## src/rtl/mux_word_serializer.sv

```systemverilog
// Serializes a 4-bit word through an external 4:1 mux: drives the word onto the
// mux inputs, steps the select lines 0..3 and samples mux_out after a settle time.
//
// state  | meaning
// IDLE   | waiting for a word; load_ready high
// SETTLE | select driven, counting down the settle time before sampling mux_out
// SHOW   | sampled bit presented on ser_bit, waiting for ser_ready
module mux_word_serializer #(
    parameter int SETTLE_CYCLES = 1
) (
    input  logic       clk,
    input  logic       rst_n,
    input  logic       load_valid,
    output logic       load_ready,
    input  logic [3:0] load_data,
    output logic [3:0] mux_in,
    output logic       addr0,
    output logic       addr1,
    input  logic       mux_out,
    output logic       ser_bit,
    output logic       ser_valid,
    output logic       ser_last,
    input  logic       ser_ready,
    output logic       busy
);

    typedef enum logic [1:0] {
        IDLE   = 2'd0,
        SETTLE = 2'd1,
        SHOW   = 2'd2
    } state_t;

    localparam logic [3:0] SETTLE_INIT = 4'(SETTLE_CYCLES);

    state_t     state;
    logic [1:0] idx;
    logic [3:0] count;

    assign load_ready = (state == IDLE);

    // Select lines come straight from the bit-index register.
    assign addr1 = idx[1];
    assign addr0 = idx[0];

    always_ff @(posedge clk or negedge rst_n) begin
        if (!rst_n) begin
            state     <= IDLE;
            idx       <= 2'd0;
            count     <= 4'd0;
            mux_in    <= 4'd0;
            ser_bit   <= 1'b0;
            ser_valid <= 1'b0;
            ser_last  <= 1'b0;
            busy      <= 1'b0;
        end else begin
            case (state)
                IDLE: begin
                    if (load_valid == 1'b1) begin
                        mux_in <= load_data;
                        idx    <= 2'd0;
                        count  <= SETTLE_INIT;
                        busy   <= 1'b1;
                        state  <= SETTLE;
                    end
                end
                SETTLE: begin
                    if (count != 4'd0) begin
                        count <= count - 4'd1;
                    end else begin
                        ser_bit   <= mux_out;
                        ser_valid <= 1'b1;
                        ser_last  <= (idx == 2'd3);
                        state     <= SHOW;
                    end
                end
                SHOW: begin
                    if (ser_ready == 1'b1) begin
                        ser_valid <= 1'b0;
                        if (idx == 2'd3) begin
                            ser_last <= 1'b0;
                            busy     <= 1'b0;
                            state    <= IDLE;
                        end else begin
                            idx   <= idx + 2'd1;
                            count <= SETTLE_INIT;
                            state <= SETTLE;
                        end
                    end
                end
                default: state <= IDLE;
            endcase
        end
    end

endmodule

```

## config.mk

```make
export PLATFORM = sky130hd
export DESIGN_NAME = mux_word_serializer
export DESIGN_NICKNAME = d
export VERILOG_FILES = /design/src/rtl/mux_word_serializer.sv
export SDC_FILE = /design/constraint.sdc
export NUM_CORES = 1
export LEC_CHECK = 0
export CAP_MARGIN = 20
export CELL_PAD_IN_SITES_DETAIL_PLACEMENT = 0
export CELL_PAD_IN_SITES_GLOBAL_PLACEMENT = 1
export CORE_MARGIN = 2
export CORE_UTILIZATION = 46
export DETAILED_ROUTE_END_ITERATION = 8
export DONT_BUFFER_PORTS = 1
export GPL_TIMING_DRIVEN = 0
export PLACE_DENSITY = 0.87
export SLEW_MARGIN = 20
export SYNTH_ARGS = -nofsm -noshare
export SYNTH_HDL_FRONTEND = slang
export SYNTH_SLANG_ARGS = --single-unit
```

## constraint.sdc

```tcl
create_clock -name clk -period 2.1 [get_ports clk]
set_input_delay 0.42 -clock clk [delete_from_list [all_inputs] [get_ports clk]]
set_output_delay 0.42 -clock clk [all_outputs]
set_load 0.01 [all_outputs]
```

Word level (Yosys, flattened, before mapping). Cells that the tools add are included. W data, S select, Z words.

Add/sub/neg operators: 2. Equality and inequality tests: 9. Multiplexer cells: 23. Bitwise operators: 1. Reduce and logical (&&, ||, !) cells: 13.

Operator list (count): $mux W4 (4); $mux W2 (6); $ne A2 B2 Y1 const B (6); $pmux W4 S3 (1); $reduce_and A4 Y1 (3); $mux W1 (7); $pmux W1 S2 (3); $pmux W2 S3 (1); $reduce_and A3 Y1 (2); $reduce_and A5 Y1 (1); $eq A2 B2 Y1 const B (2); $pmux W2 S2 (1); $reduce_and A2 Y1 (2); $reduce_bool A2 Y1 (2); $reduce_bool A4 Y1 (1); $sub A4 B1 Y4 const B (1); $reduce_bool A3 Y1 (1); $add A2 B1 Y2 const B (1); $eq A2 B1 Y1 const B (1); $logic_not A2 Y1 (1); $not A1 Y1 (1).

Flip-flop bits (word level): 16.

Logic depth before layout (Yosys ltp). Gate-level depths: netlist of run 1.

Word-level depth: 4. Mapped depth: 5. Depth with buffers taken out: 5.

Worst setup path after synthesis of run 1. No wires, ideal clock.

Path kind: register -> register. From: register count[0]. To: register ser_bit. Library setup time: 127 ps. Data arrival time: 1361 ps. Data required time: 1973 ps. Path slack: 612 ps. Stages on the path, launching flop included: 6. Cells stage by stage: dfrtp_1 > inv_1 > ha_1 > nor3b_2 > nand2_2 > mux2_1.

Longest elaborated chain between the ends: 3.

Ends and longest elaborated chain: start: declaration (RTL line 37) `logic [3:0] count;`; start signal: assignment (RTL line 68) `count <= count - 4'd1;`; $reduce_bool A4 Y1 (RTL line 67) `if (count != 4'd0) begin`; $not A1 Y1 (no line); $reduce_and A2 Y1 (no line); end signal: assignment (RTL line 70) `ser_bit <= mux_out;`; end: declaration (RTL line 20) `output logic ser_bit,`.

Every way passes these cells. A chain may end at the register's enable or synchronous reset.

Final worst setup path of run 1. Ends and elaborated chain as after synthesis.

==> flow_summary.ini, run 1 <==
[status]
status = completed

[synthesis]
synthSimpleGateAreaFrac_pct = 20.1
synth.mux.area_fraction_pct = 7.60
yosys_warnings = 0
avgSynthCellArea_um2 = 10.9
synth_nets = 93
post_synth_fa_ha_maj_area_fraction_pct = 5.74
ys_ff_latch = 16
netlist_instances = 80
yosysUniqueCellTypes = 32
synth_compound_area_share_pct = 16.2
synth-seq-area-share_pct = 45.9
synth_top_family_by_area = simple AND/OR/NAND/NOR gates
synth_xor_area_share_pct = 0
syn-cell-area_um2 = 872

[cts]
clock_latency_ns = 0.28
cts_buffers = 3
cts_buffer_depth = 2
post_cts_resized = 0
cts.sink_count = 16
cts_setup_buffers = 0
h-tree-depth = 1
cts_tree = built
clk_pin_slew_worst_paths_ns = 0.10
root_buffer = clkbuf_4

[detailed_routing]
dr_wl_met3_um = 79
drtIter0Drc = 11
vias = 614
wl_per_cell_um = 14.6
drtPass1Iterations = 4
top_layer = met4
wirelength_mm = 1.60
ant_nets = 0
drc = 0
met1Wirelength_um = 782
wl_met2_um = 731
vias_per_cell = 5.58

[sta]
tightest_slew_ns = 0.745
rsz0062_at_grt = no
min_period_over_period_pct = 79.6
fin_crit_ns = 1.67
setup_violations = 0
drv_slew = 0
fmax_ghz = 0.598
hold_viol = 0
relSlewSlack_pct = 50.2
tns_ns = 0
skew_ns = 0.00198

[die]
num_rows = 15
die_area_mm2 = 0.00226
fp.dieH_um = 47.5
ios = 20
die_w_um = 47.5
start_util_pct = 49.4
coreArea_mm2 = 0.00176

[flow_run]
maxCapViolations = 0

[setup_path]
startpoint = count[0]
end_kind = register
crit_arrival_ns = 1.85
regToRegSetupSlack_ns = 0.43
crit_required_ns = 2.28
timing.rr.end = ser_bit
startpoint_type = register
endpoint = ser_bit
r2r_cells = 5
path_class = register to register
worstPathMaxFanout = 7
worstReg2RegStart = count[0]

[power]
leakage_nw = 0.425
vdd_drop_max_mv = 0.689
power_density_mw_per_mm2 = 1470
p_total_w = 0.00140

[global_route]
grt_max_degree = 17
grtUsageTotal_pct = 16.6
grt_pass1_vias = 571
grt_first_pass_wirelength_mm = 2.57
grt_overflow = 0
antenna_found_initial = 0

[cells_and_area]
num_antenna_cells = 0
multi_input_area_um2 = 433
layout-drive-gt1-share_pct = 12.9
finalNonFillerCells = 110
finalNetCount = 99
ff_latch_area_um2 = 400
area.growth.synth_to_final_pct = 8.90
nFillCells = 177

[placed_design]
placed_cells = 105
portBuffers = 0
dp_hpwl_mm = 1.18
place_congestion = 0.762

[hold_path]
hold_class = input pin to register
## cell type report
cell class              count  share of cell area, %
plain buffers               2                   1.32
clock buffers               4                   3.82
inverters                   7                   2.77
multi-input cells          55                   45.6
flip-flops and latches     16                   42.2
well taps                  25                   3.29
repair buffers              1                   1.05
## registers in the layout, indices dropped and copies added (netlist names)
| name | flops |
|---|---|
| ser_bit | 1 |
| mux_in | 4 |
| ser_valid | 1 |
| busy | 1 |
| ser_last | 1 |
| count | 4 |
| idx | 2 |
| state | 2 |
## metrics by stage
step / hold slack, ns / util (%) / area, um^2 / setup WS, ns
3_5_place_dp: 0.125 / 51.2 / 903 / 0.451
6_report: 0.208 / 53.8 / 950 / 0.428
3_3_place_gp: 0.125 / 51.2 / 903 / 0.458
2_1_floorplan: 0.124 / - / 872 / 0.612
5_1_grt: 0.199 / 53.8 / 950 / 0.249
4_1_cts: 0.199 / 53.8 / 950 / 0.417
## report_power, final
| part | switching [W] | leakage (nW) | total, W | internal [W] |
|---|---|---|---|---|
| clock | 0.0000977 | 0.0210 | 0.000203 | 0.000105 |
| combinational | 0.000317 | 0.212 | 0.000601 | 0.000284 |
| sequential | 0.000154 | 0.193 | 0.000595 | 0.000441 |
## per-layer routing
layer  up-vias  track usage (%)
met1       291             23.0
met5         -                0
met4         0             8.11
met2        18             24.3
met3         2             4.15
li1        303                -
## cells in the final DEF, fill, tap and decap left out
master	n
nor2_1	1
o31ai_1	1
inv_2	1
nand4_1	1
dlygate4sd3_1	1
nand3b_1	2
mux2i_1	1
nand2_2	1
clkbuf_8	1
ha_1	4
nor2b_1	5
dfrtp_1	16
a21oi_1	3
a221o_1	1
a2111o_1	1
buf_4	1
o22ai_1	2
a21o_1	3
nand3_1	4
clkbuf_4	3
clkinv_1	1
nor3b_2	2
buf_2	1
nor3_1	3
or3_1	1
mux2_1	5
or3b_1	3
a22oi_1	1
a22o_1	2
nand2_1	2
o211ai_1	1
inv_1	5
a221oi_2	1
nand2b_1	2
o21bai_1	2
## critical path, cell delays in order, from the launching register on
cell and delay, ns:
dfrtp_1 0.38, inv_1 0.11, ha_1 0.19, nor3b_2 0.42, nand2_2 0.14, mux2_1 0.32
## repair_timing
| item | 4_1_cts | 5_1_grt |
|---|---|---|
| endpoints found under the setup margin | 0 | 0 |
| hold endpoints to repair | 16 | 0 |
| hold buffers | 1 | 0 |
## kinds of logic after synthesis
| group | after synthesis |
|---|---|
| mux | 6 |
| buf+inv | 9 |
| compound gates | 18 |
| simple gates | 27 |
| flops | 16 |
| fa+ha+maj | 4 |
## how the worst min path moves through the flow
stage,from,cells after the start,endpoint
2_1_floorplan,rst_n,0,busy
3_3_place_gp,rst_n,0,count[2]
3_5_place_dp,rst_n,0,count[2]
4_1_cts,ser_ready,1,state[1]
5_1_grt,ser_ready,1,state[1]
6_report,ser_ready,1,state[1]
## synthesized netlist by cell type (all sizes together)
cell / n / share of area (%)
o31ai: 1 / 0.86
o211ai: 1 / 0.86
nand3b: 2 / 1.7
a22oi: 1 / 0.86
a221o: 1 / 1.1
ha: 4 / 5.7
nor2b: 5 / 3.6
buf: 2 / 1.4
a221oi: 1 / 1.7
clkinv: 1 / 0.43
nand4: 1 / 0.72
nor3b: 2 / 2.9
mux2: 5 / 6.5
nand2: 3 / 1.6
nand2b: 2 / 1.4
nor2: 1 / 0.43
o22ai: 2 / 1.4
o21bai: 2 / 1.7
or3: 1 / 0.72
nor3: 3 / 1.7
dfrtp: 16 / 46
a2111o: 1 / 1.3
nand3: 4 / 2.3
inv: 6 / 2.6
mux2i: 1 / 1.1
a21oi: 3 / 1.7
or3b: 3 / 3.0
a21o: 3 / 2.6
a22o: 2 / 2.0
No activity file was read; power rests on OpenSTA's default activity.
==> inputs of run 2 (changes only) <==
==> constraint.sdc (replaced) <==
create_clock -name clk -period 1.7 [get_ports clk]
set_input_delay 0.34 -clock clk [delete_from_list [all_inputs] [get_ports clk]]
set_output_delay 0.34 -clock clk [all_outputs]
set_load 0.01 [all_outputs]
==> run 2 against run 1 <==
- total power increased by 29%
- critical path depth unchanged
- largest cell class unchanged
- critical path type unchanged
- design area is 3.3% higher
- register-to-register slack got worse by 0.34 ns
- die area did not move
==> flow_summary.ini, run 2 (same netlist as run 1, synthesis figures left out) <==
[status]
status = completed

[sta]
skew_ns = 0.000587
tns_ns = 0
min_period_over_period_pct = 94.8
setup_violations = 0
fmax_ghz = 0.621
hold_viol = 0
drv_slew = 0
tightest_slew_ns = 0.740
rsz0062_at_grt = no
finalWorstSetupSlack_ns = 0.0888
fin_crit_ns = 1.61
relSlewSlack_pct = 50.5

[power]
power_density_mw_per_mm2 = 1840
leakage_nw = 0.439
vdd_drop_max_mv = 0.847

[detailed_routing]
wirelength_mm = 1.65
drtPass1Iterations = 3
ant_nets = 0
drtIter0Drc = 8
vias_per_cell = 5.49
vias = 620
wl_per_cell_um = 14.6
drc = 0

[setup_path]
worstReg2RegStart = count[0]
startpoint_type = register
crit_chain = inv_1, ha_2, or3b_1, a221oi_2, a21oi_1
endpoint = count[0]
path_class = register to register
timing.rr.end = count[0]
startpoint = count[0]
crit_slowest_cell = dfrtp_1
r2r_cells = 5
crit_arrival_ns = 1.78
end_kind = register
crit_buf_inv = 1
cpPeakStageDelay_ns = 0.39
cp.depth = 5
regToRegSetupSlack_ns = 0.09
crit_required_ns = 1.87
worstPathMaxFanout = 4
critPathTopFamily = compound AO/OA/AOI/OAI gates

[placed_design]
dp_slack_ns = 0.0515
dp_hpwl_mm = 1.18
place_congestion = 0.762
portBuffers = 0
placed_cells = 105
postPlaceCellArea_um2 = 903

[cts]
clock_latency_ns = 0.28
cts.sink_count = 16
cts_buffer_depth = 2
clk_pin_slew_worst_paths_ns = 0.09
h-tree-depth = 1
cts_tree = built
cts_buffers = 3
root_buffer = clkbuf_4

[cells_and_area]
area.growth.synth_to_final_pct = 12.5
final_common_cell = dfrtp_1
finalNonFillerCells = 113
fin_area_um2 = 981
nFillCells = 177
finalNetCount = 102
mostFrequentLayoutCells = 16 x dfrtp_1, 5 x inv_1, 5 x nor2b_1, 5 x mux2_1
fin_util_pct = 55.6
layout-drive-gt1-share_pct = 17.0
num_antenna_cells = 0
reg_top3 = count x4, mux_in x4

[global_route]
grtUsageTotal_pct = 16.6
grt_overflow = 0
grt_max_degree = 17
antenna_found_initial = 0
grt_pass1_vias = 571
grt_first_pass_wirelength_mm = 2.57

[die]
die_area_mm2 = 0.00226
die_w_um = 47.5
num_rows = 15
coreArea_mm2 = 0.00176
start_util_pct = 49.4
fp.dieH_um = 47.5
ios = 20

[flow_run]
maxCapViolations = 0

[hold_path]
hold_class = input pin to register
run 2: cell types whose count changed in the layout (fill, tap and decap cells not counted):
| cell | change |
|---|---|
| ha_1 | -1 |
| nor3b_2 | -1 |
| buf_4 | +3 |
| ha_2 | +1 |
| nor3b_4 | +1 |
run 2: worst min path at each step:
stage | depth (start not counted) | to | startpoint
global route | 1 | state[1] | ser_ready
detailed placement | 0 | count[2] | rst_n
CTS | 1 | state[1] | ser_ready
finish | 1 | state[1] | ser_ready
floorplan | 0 | busy | rst_n
global placement | 0 | count[2] | rst_n
run 2: routing by layer:
layer / vias up / share of wire (%) / track usage, %
met5: - / 0 / 0
met4: 0 / 0 / 8.11
met3: 0 / 4.5 / 4.15
met2: 12 / 46 / 24.3
met1: 301 / 49 / 23.0
li1: 307 / - / -
run 2: cell type report:
class	instances	area [um^2]	area share, %
Multi-Input combinational cell	55	442	45.0
Clock buffer	4	36.3	3.70
Inverter	7	26.3	2.68
Sequential cell	16	400	40.8
Tap cell	25	31.3	3.19
Buffer	2	12.5	1.28
Timing Repair Buffer	4	32.5	3.32
run 2: repair_timing:
action | in CTS | in global routing
setup endpoints to repair | 0 | 3
buffers inserted | 0 | 3
gates resized for setup | 0 | 2
hold buffers | 1 | 0
endpoints found under the hold margin | 16 | 0
run 2: worst register-to-register path, cell delays in order (launching register included):
cell	delay, ns
dfrtp_1	0.39
inv_1	0.12
ha_2	0.21
or3b_1	0.38
a221oi_2	0.30
a21oi_1	0.10
run 2: through the flow:
| step | hold WS, ns | total power, W |
|---|---|---|
| 2_1_floorplan | 0.0444 | 0.00133 |
| 6_report | 0.130 | 0.00180 |
| 5_1_grt | 0.118 | 0.00195 |
| 4_1_cts | 0.119 | 0.00174 |
| 3_3_place_gp | 0.0450 | 0.00146 |
| 3_5_place_dp | 0.0449 | 0.00148 |
run 2: where the power goes:
part | internal, W | total [W] | switching [W]
clock | 0.000130 | 0.000250 | 0.000119
sequential | 0.000545 | 0.000742 | 0.000197
combinational | 0.000403 | 0.000812 | 0.000410
==> inputs of run 3 (changes only) <==
--- a/config.mk
+++ b/config.mk
@@ -14,7 +14,7 @@
 export DONT_BUFFER_PORTS = 1
 export GPL_TIMING_DRIVEN = 0
 export PLACE_DENSITY = 0.87
-export SLEW_MARGIN = 20
+export SLEW_MARGIN = 5
 export SYNTH_ARGS = -nofsm -noshare
 export SYNTH_HDL_FRONTEND = slang
 export SYNTH_SLANG_ARGS = --single-unit
==> results of run 3 <==
Final layout, timing and power as in run 2 (identical DEF).
